File: src/rtl/mem_req_sched.sv
// Request scheduler for the banked mem block: in-order request FIFO, one issue register
// driving mem directly, and a credit-protected response FIFO returning read data in order.
module mem_req_sched #(
    parameter int DEPTH     = 4,
    parameter int RSP_DEPTH = 4,
    parameter int BANK_W    = 2,
    parameter int ADDR_W    = 4,
    parameter int DATA_W    = 8
) (
    input  logic              clk,
    input  logic              rst,
    input  logic              req_valid,
    output logic              req_ready,
    input  logic              req_write,
    input  logic [BANK_W-1:0] req_bank,
    input  logic [ADDR_W-1:0] req_addr,
    input  logic [DATA_W-1:0] req_wdata,
    output logic              rsp_valid,
    input  logic              rsp_ready,
    output logic [DATA_W-1:0] rsp_data,
    output logic [BANK_W-1:0] rsp_bank,
    output logic [ADDR_W-1:0] rsp_addr,
    output logic [BANK_W-1:0] mem_bank,
    output logic [ADDR_W-1:0] mem_addr,
    output logic [DATA_W-1:0] mem_wdata,
    output logic              mem_we,
    input  logic [DATA_W-1:0] mem_rdata,
    output logic              busy,
    output logic [31:0]       wr_cnt,
    output logic [31:0]       rd_cnt
);
    localparam int PTR_W  = $clog2(DEPTH);
    localparam int CNT_W  = $clog2(DEPTH + 1);
    localparam int RPTR_W = $clog2(RSP_DEPTH);
    localparam int RCNT_W = $clog2(RSP_DEPTH + 1);
    localparam int PEND_W = RCNT_W + 1;
    localparam int REQ_W  = 1 + BANK_W + ADDR_W + DATA_W;
    localparam int RSP_W  = BANK_W + ADDR_W + DATA_W;

    // request FIFO
    logic [REQ_W-1:0]  req_mem [DEPTH];
    logic [PTR_W-1:0]  req_wr_ptr;
    logic [PTR_W-1:0]  req_rd_ptr;
    logic [CNT_W-1:0]  req_count;
    logic              req_push;
    logic              req_pop;
    logic              head_write;
    logic [BANK_W-1:0] head_bank;
    logic [ADDR_W-1:0] head_addr;
    logic [DATA_W-1:0] head_wdata;

    // issue and capture stages
    logic              iss_valid;
    logic              iss_read;
    logic              cap_valid;
    logic [BANK_W-1:0] cap_bank;
    logic [ADDR_W-1:0] cap_addr;
    logic [PEND_W-1:0] reads_pending;

    // response FIFO
    logic [RSP_W-1:0]  rsp_mem [RSP_DEPTH];
    logic [RPTR_W-1:0] rsp_wr_ptr;
    logic [RPTR_W-1:0] rsp_rd_ptr;
    logic [RCNT_W-1:0] rsp_count;
    logic              rsp_push;
    logic              rsp_pop;

    function automatic logic [RPTR_W-1:0] rsp_next(input logic [RPTR_W-1:0] p);
        return (p == RPTR_W'(RSP_DEPTH - 1)) ? '0 : p + 1'b1;
    endfunction

    // ---------------------------------------------------------------- request FIFO
    assign {head_write, head_bank, head_addr, head_wdata} = req_mem[req_rd_ptr];

    // A pop in the same cycle does not free a slot for the incoming request.
    assign req_ready = (req_count < CNT_W'(DEPTH));
    assign req_push  = req_valid && req_ready;

    always_ff @(posedge clk) begin
        if (req_push) begin
            req_mem[req_wr_ptr] <= {req_write, req_bank, req_addr, req_wdata};
        end
    end

    always_ff @(posedge clk or posedge rst) begin
        if (rst) begin
            req_wr_ptr <= '0;
            req_rd_ptr <= '0;
            req_count  <= '0;
        end else begin
            if (req_push) begin
                req_wr_ptr <= req_wr_ptr + 1'b1;
            end
            if (req_pop) begin
                req_rd_ptr <= req_rd_ptr + 1'b1;
            end
            case ({req_push, req_pop})
                2'b10:   req_count <= req_count + 1'b1;
                2'b01:   req_count <= req_count - 1'b1;
                default: req_count <= req_count;
            endcase
        end
    end

    // ---------------------------------------------------------------- issue
    // Every read in flight already owns a response slot, so a capture never finds the
    // response FIFO full even when the client stops taking responses.
    assign iss_read      = iss_valid && !mem_we;
    assign reads_pending = PEND_W'(rsp_count) + PEND_W'(iss_read) + PEND_W'(cap_valid);
    assign req_pop       = (req_count != '0) &&
                           (head_write || (reads_pending < PEND_W'(RSP_DEPTH)));

    always_ff @(posedge clk or posedge rst) begin
        if (rst) begin
            iss_valid <= 1'b0;
            mem_we    <= 1'b0;
            mem_bank  <= '0;
            mem_addr  <= '0;
            mem_wdata <= '0;
            wr_cnt    <= '0;
            rd_cnt    <= '0;
        end else begin
            iss_valid <= req_pop;
            mem_we    <= req_pop && head_write;
            if (req_pop) begin
                mem_bank <= head_bank;
                mem_addr <= head_addr;
                if (head_write) begin
                    mem_wdata <= head_wdata;
                    wr_cnt    <= wr_cnt + 32'd1;
                end else begin
                    rd_cnt <= rd_cnt + 32'd1;
                end
            end
        end
    end

    // ---------------------------------------------------------------- capture
    // mem registers its read one edge after issue; the tag rides alongside until the
    // data is sampled on the following edge.
    always_ff @(posedge clk or posedge rst) begin
        if (rst) begin
            cap_valid <= 1'b0;
            cap_bank  <= '0;
            cap_addr  <= '0;
        end else begin
            cap_valid <= iss_read;
            if (iss_read) begin
                cap_bank <= mem_bank;
                cap_addr <= mem_addr;
            end
        end
    end

    // ---------------------------------------------------------------- response FIFO
    assign rsp_push  = cap_valid;
    assign rsp_valid = (rsp_count != '0);
    assign rsp_pop   = rsp_valid && rsp_ready;
    assign {rsp_bank, rsp_addr, rsp_data} = rsp_mem[rsp_rd_ptr];

    always_ff @(posedge clk) begin
        if (rsp_push) begin
            rsp_mem[rsp_wr_ptr] <= {cap_bank, cap_addr, mem_rdata};
        end
    end

    always_ff @(posedge clk or posedge rst) begin
        if (rst) begin
            rsp_wr_ptr <= '0;
            rsp_rd_ptr <= '0;
            rsp_count  <= '0;
        end else begin
            if (rsp_push) begin
                rsp_wr_ptr <= rsp_next(rsp_wr_ptr);
            end
            if (rsp_pop) begin
                rsp_rd_ptr <= rsp_next(rsp_rd_ptr);
            end
            case ({rsp_push, rsp_pop})
                2'b10:   rsp_count <= rsp_count + 1'b1;
                2'b01:   rsp_count <= rsp_count - 1'b1;
                default: rsp_count <= rsp_count;
            endcase
        end
    end

    assign busy = (req_count != '0) || iss_valid || cap_valid;

endmodule
File: config.mk
export PLATFORM = sky130hd
export DESIGN_NAME = mem_req_sched
export DESIGN_NICKNAME = d
export VERILOG_FILES = /design/src/rtl/mem_req_sched.sv
export SDC_FILE = /design/constraint.sdc
export NUM_CORES = 1
export LEC_CHECK = 0
export BUFFER_PORTS_ARGS = -buffer_cell sky130_fd_sc_hd__buf_2
export CAP_MARGIN = 15
export CELL_PAD_IN_SITES_DETAIL_PLACEMENT = 0
export CELL_PAD_IN_SITES_GLOBAL_PLACEMENT = 1
export CORE_UTILIZATION = 35
export CTS_CLUSTER_SIZE = 8
export DETAILED_ROUTE_END_ITERATION = 7
export HOLD_SLACK_MARGIN = 0.08
export PLACE_DENSITY_LB_ADDON = 0.1
export SYNTH_ARGS = -nofsm -noshare
export SYNTH_HDL_FRONTEND = slang
export SYNTH_SLANG_ARGS = --single-unit
File: constraint.sdc
create_clock -name clk -period 8.9 [get_ports clk]
set_clock_uncertainty 0.05 [all_clocks]
set_input_delay 1.78 -clock clk [delete_from_list [all_inputs] [get_ports clk]]
set_output_delay 1.78 -clock clk [all_outputs]
set_load 0.01 [all_outputs]
==> impl_metrics.py, run 1 <==
metrics = {
    "grt": {
        "antenna_found_initial": 0,
        "grt_overflow_total": 0,
        "grt_pass1_vias": 5182,
        "grt_pass1_wl_mm": 28.5,
        "track_usage": 0.139,
        "grt_max_degree": 79,
    },
    "logic_synthesis": {
        "synth_edf_count": 116,
        "yosys.area.top_type": "edfxtp_1",
        "avgSynthCellArea_sq_um": 15.7,
        "yosys-top-cells-count": "116 x edfxtp_1, 101 x dfrtp_1, 58 x nand2_1, 49 x xnor2_1",
        "synth_nets": 602,
        "syn_inst": 559,
        "synth_ff_type": "edfxtp_1",
        "yosysTopAreaCellShare": 0.397,
        "yosysMostFrequentCell": "edfxtp_1",
        "synthesis.area_sq_mm": 0.00877,
        "synth-seq-area-share": 0.685,
        "ys_seq_elements": 217,
        "synth_warnings": 0,
        "synth-async-reset-ratio": 0.465,
        "ys_types": 35,
        "synthTopCellsByArea": "edfxtp_1 40%, dfrtp_1 29%, mux4_2 6.2%, xnor2_1 4.9%, nand2_1 2.5%",
    },
    "clocking": {
        "cts_tree": "built",
        "clock_tree.buffer_depth": 3,
        "clk_latency_ps": 540,
        "clkTransAtPathRegs_ps": 50,
        "post_cts_buffers": 0,
        "ctsRootBufferMaster": "clkbuf_16",
        "htreeDepth": 1,
        "cts-resized-gates": 0,
        "cts.sinks": 217,
        "hold_buffers": 0,
        "cts-buffers-inserted": 31,
    },
    "worst_hold_path": {
        "min_to": "wr_cnt[31]$_DFFE_PP0P_",
        "whs_path_depth": 1,
        "min_path_type": "reg2reg",
        "hp-start": "wr_cnt[31]$_DFFE_PP0P_",
    },
    "sta": {
        "grt_setup_unrepaired": "false",
        "period_minus_slack_ps": 4100,
        "fmax_mhz": 244,
        "finalHoldViolations": 0,
        "maxSlewViolCount": 0,
        "worst_pin_slew_ps": 1050,
        "setup_tns_ps": 0,
        "finalCritPeriodShare": 0.461,
        "fin_ws_ps": 4800,
        "setup_viol": 0,
        "slew-limit-headroom": 0.300,
    },
    "floorplan": {
        "initial_core_util": 0.359,
        "core_area_sq_mm": 0.0245,
        "rows": 57,
        "design.die.area_sq_mm": 0.0257,
        "die_w_um": 160,
        "io_pins": 123,
        "die_height_um": 160,
    },
    "finish": {
        "fillCellCount": 2236,
        "multi_input_area_sq_mm": 0.00260,
        "instances_no_fill": 1043,
        "post-route-util": 0.433,
        "seq_area_sq_mm": 0.00601,
        "drive_gt1_frac": 0.281,
        "design_area_sq_mm": 0.0106,
        "diodes": 0,
        "syn2layout_area_growth_pct": 20.7,
        "nets": 744,
    },
    "critical_path": {
        "ff2ff_setup_slack_ps": 5390,
        "reg2reg_to": "rd_cnt[29]$_DFFE_PP0P_",
        "endpoint_kind": "output pin",
        "crit_type": "reg2out",
        "slowest_stage": "dfrtp_1",
        "cpPeakStageDelay_ps": 970,
        "crit_chain": "mux4_2 > buf_2",
        "start_kind": "flop",
        "reg2reg_depth": 5,
        "reg2reg_from": "req_rd_ptr[0]$_DFFE_PP0P_",
        "critPathRequiredTime_ps": 7070,
        "critPathMaxFanout": 17,
        "critPathArrivalTime_ps": 2270,
    },
    "place": {
        "pre_cts_ws_ps": 5250,
        "dp_hpwl_mm": 11.6,
        "port_buffers": 122,
        "place_inst": 992,
        "placed_area_sq_mm": 0.00973,
        "place_congestion": 0.738,
    },
    "routing": {
        "wl_mm": 17.4,
        "vias_per_cell": 4.74,
        "vias": 4940,
        "drtIter0Drc": 240,
        "wire_per_inst_um": 16.7,
        "drc": 0,
        "dr.pass1.iters": 4,
        "ant_nets": 0,
    },
    "power_and_ir_drop": {
        "p_per_area_mw_per_mm2": 316,
        "power.leakage_nw": 4.42,
        "ir_drop_uv": 146,
    },
    "outcome": {
        "status": "complete, no violations",
    },
    "job": {
        "drv_cap": 0,
    },
}
==> worst max-delay path: cells and delay by family, from the launching register on <==
kind	cells	cell delay [ps]
buffers and inverters	1	150
DFF	1	970
muxes	1	620
==> layout by cell type (no fill, tap or decap), types with 7 or more instances in the layout <==
cell type    n
nor2_1      18
inv_1       21
nand4_1     24
or3_1        7
clkbuf_1    18
mux2_2      14
nand2_1     58
ha_1        14
buf_2      122
edfxtp_1   116
nand3_1     14
mux4_2      24
clkbuf_16   31
dfrtp_1    101
xor2_1      22
and2_1       9
xnor2_1     49
and3_1       8
==> registers in the layout, indices dropped and copies added (netlist names) <==
name / cells
req_count: 3
req_rd_ptr: 2
cap_bank: 2
rsp_rd_ptr: 2
cap_addr: 4
req_wr_ptr: 2
mem_addr: 4
mem_wdata: 8
cap_valid: 1
rsp_count: 3
rsp_wr_ptr: 2
mem_bank: 2
rd_cnt: 32
rsp_mem: 56
req_mem: 60
iss_valid: 1
wr_cnt: 32
mem_we: 1
==> how the worst max path moves through the flow <==
stage,from,endpoint,slack [ps],depth (start not counted)
floorplan,rst,cap_addr[0]$_DFFE_PP0N_,4420,1
global placement,req_rd_ptr[0]$_DFFE_PP0P_,rd_cnt[29]$_DFFE_PP0P_,5270,5
detailed placement,req_rd_ptr[0]$_DFFE_PP0P_,rd_cnt[29]$_DFFE_PP0P_,5250,5
CTS,rsp_rd_ptr[0]$_DFFE_PP0P_,rsp_bank[0],4710,2
global route,rsp_rd_ptr[0]$_DFFE_PP0P_,rsp_addr[1],4620,2
finish,rsp_rd_ptr[0]$_DFFE_PP0P_,rsp_bank[0],4800,2
==> through the flow <==
stage	power, mW	hold WS (ps)
floorplan	2.06	407
CTS	3.41	425
finish	3.34	419
global placement	2.32	405
detailed placement	2.34	409
global route	3.55	443
==> cell families (layout without fill, tap and decap cells) <==
family,count (synthesis),count (layout),share of synthesized area
XOR/XNOR,71,71,0.0709
multiplexers,45,45,0.0968
AND/OR/NAND/NOR,167,167,0.100
AO/OA/AOI/OAI,6,6,0.00428
flip-flops,217,217,0.685
adder cells (fa/ha/maj),16,16,0.0245
buffers and inverters,37,197,0.0184
==> per-layer routing <==
layer | GRT usage | vias up | part of all wire
met4 | 0.0377 | 0 | 0.021
met3 | 0.0305 | 30 | 0.044
li1 | - | 2331 | -
met5 | 0 | - | 0
met1 | 0.186 | 2480 | 0.45
met2 | 0.230 | 99 | 0.48
==> layout make-up <==
cell class / instances / area share
Tap cell: 324 / 0.0383
Multi-Input combinational cell: 305 / 0.246
Clock buffer: 49 / 0.0796
Clock inverter: 2 / 0.00165
Inverter: 22 / 0.00803
Timing Repair Buffer: 124 / 0.0591
Sequential cell: 217 / 0.568
==> power by group <==
group	leakage, nW	internal (mW)	total (mW)	switching [mW]
sequential	2.37	1.30	1.49	0.194
combinational	1.64	0.396	0.805	0.409
clock	0.412	0.637	1.04	0.407
total	4.42	2.33	3.34	1.01
(Power assumes the default switching activity.)
==> run 2: changes to the inputs <==
- clock period: 8.9 -> 4 ns (I/O delays scaled with it)
==> run 2 against run 1 <==
Effect of this change: global-route usage is 0.18 points higher; hold slack worse by 130 ps; via count is 1.2% higher; final cell count is 0.38% higher; clock power is 120% higher; register-to-register slack worse by 4200 ps; critical path depth is 1 higher; worst setup slack worse by 3800 ps; sequential power is 120% higher; flip-flop and latch count stayed put.
==> impl_metrics.py, run 2 (synthesized netlist as in run 1, its figures left out) <==
metrics = {
    "clocking": {
        "htreeDepth": 1,
        "cts-buffers-inserted": 31,
        "clkTransAtPathRegs_ps": 50,
        "hold_buffers": 0,
        "cts_tree": "built",
        "cts-resized-gates": 0,
        "post_cts_buffers": 0,
        "cts.sinks": 217,
        "clock_tree.buffer_depth": 3,
        "ctsRootBufferMaster": "clkbuf_16",
        "clk_latency_ps": 540,
    },
    "place": {
        "place_congestion": 0.716,
        "place_inst": 994,
        "pre_cts_ws_ps": 1170,
        "dp_hpwl_mm": 11.6,
        "placed_area_sq_mm": 0.00976,
        "port_buffers": 122,
    },
    "floorplan": {
        "core_area_sq_mm": 0.0245,
        "design.die.area_sq_mm": 0.0257,
        "io_pins": 123,
        "die_height_um": 160,
        "rows": 57,
        "die_w_um": 160,
        "initial_core_util": 0.359,
    },
    "power_and_ir_drop": {
        "p_per_area_mw_per_mm2": 704,
        "ir_drop_uv": 369,
        "power.leakage_nw": 4.43,
        "finalPower_mw": 7.48,
    },
    "routing": {
        "vias_per_cell": 4.78,
        "vias": 5001,
        "wl_mm": 17.7,
        "ant_nets": 0,
        "dr.pass1.iters": 4,
        "wire_per_inst_um": 16.9,
        "drtIter0Drc": 225,
        "drc": 0,
    },
    "grt": {
        "grt_max_degree": 61,
        "grt_pass1_wl_mm": 28.9,
        "track_usage": 0.141,
        "antenna_found_initial": 1,
        "grt_overflow_total": 0,
        "grt_pass1_vias": 5398,
    },
    "outcome": {
        "status": "complete, no violations",
    },
    "sta": {
        "setup_viol": 0,
        "fin_ws_ps": 961,
        "finalCritPeriodShare": 0.760,
        "maxSlewViolCount": 0,
        "worst_pin_slew_ps": 862,
        "fmax_mhz": 329,
        "fin_hold_ws_ps": 290,
        "period_minus_slack_ps": 3040,
        "slew-limit-headroom": 0.425,
        "setup_tns_ps": 0,
        "grt_setup_unrepaired": "false",
        "finalHoldViolations": 0,
    },
    "critical_path": {
        "crit_chain": "buf_4 > mux4_2 > buf_2",
        "reg2reg_from": "req_rd_ptr[1]$_DFFE_PP0P_",
        "critPathArrivalTime_ps": 2190,
        "critPathMaxFanout": 10,
        "startpoint": "rsp_rd_ptr[0]$_DFFE_PP0P_",
        "critPathRequiredTime_ps": 3150,
        "slowest_stage": "dfrtp_1",
        "crit_type": "reg2out",
        "endpoint_kind": "output pin",
        "cpPeakStageDelay_ps": 660,
        "start_kind": "flop",
    },
    "finish": {
        "top_register": "req_mem",
        "instances_no_fill": 1047,
        "final_cell_mix": "122 x buf_2, 116 x edfxtp_1, 101 x dfrtp_1",
        "largestRegisters": "req_mem: 60 flops, rsp_mem: 56 flops",
        "design_area_sq_mm": 0.0106,
        "nets": 746,
        "syn2layout_area_growth_pct": 21.1,
        "drive_gt1_frac": 0.283,
        "layout_commonest_cell": "buf_2",
        "largest_reg_flops": 60,
        "post-route-util": 0.434,
    },
    "job": {
        "drv_cap": 0,
    },
    "worst_hold_path": {
        "min_path_type": "in2async",
    },
}
-- run 2: worst paths after layout --
kind	endpoint	cells past startpoint	slack, ps
min	rd_cnt[31]$_DFFE_PP0P_	2	290
max reg2reg	rd_cnt[29]$_DFFE_PP0P_	6	1200
min in group clk	mem_wdata[5]$_DFFE_PP0P_	2	420
max	rsp_data[0]	3	960
max in group asynchronous	wr_cnt[26]$_DFFE_PP0P_	3	2870
min reg2reg	mem_wdata[5]$_DFFE_PP0P_	2	420
-- run 2: layout make-up --
cell class | count | area, sq um
antenna | 1 | 2.50
clock buffer | 50 | 847
clock inverter | 2 | 17.5
fill | 2223 | 13800
inverter | 22 | 85.1
multi-input combinational | 305 | 2600
sequential | 217 | 6010
tap | 324 | 405
timing repair buffer | 126 | 653
-- run 2: report_power, final --
part	switching, mW	leakage (nW)	internal, mW
clock network	0.892	0.413	1.42
registers	0.334	2.37	2.90
logic	1.04	1.65	0.897
total	2.26	4.43	5.22
-- run 2: critical path: cells and delay by family (launching register included) --
| family | cells | cell delay [ps] |
|---|---|---|
| DFF | 1 | 660 |
| muxes | 1 | 530 |
| buffers and inverters | 2 | 470 |
-- run 2: per-layer routing --
layer,GRT usage,vias up,wire length (um)
met5,0,-,0
met2,0.237,105,8720
met1,0.184,2537,7850
met3,0.0284,28,792
met4,0.0437,0,319
li1,-,2331,-
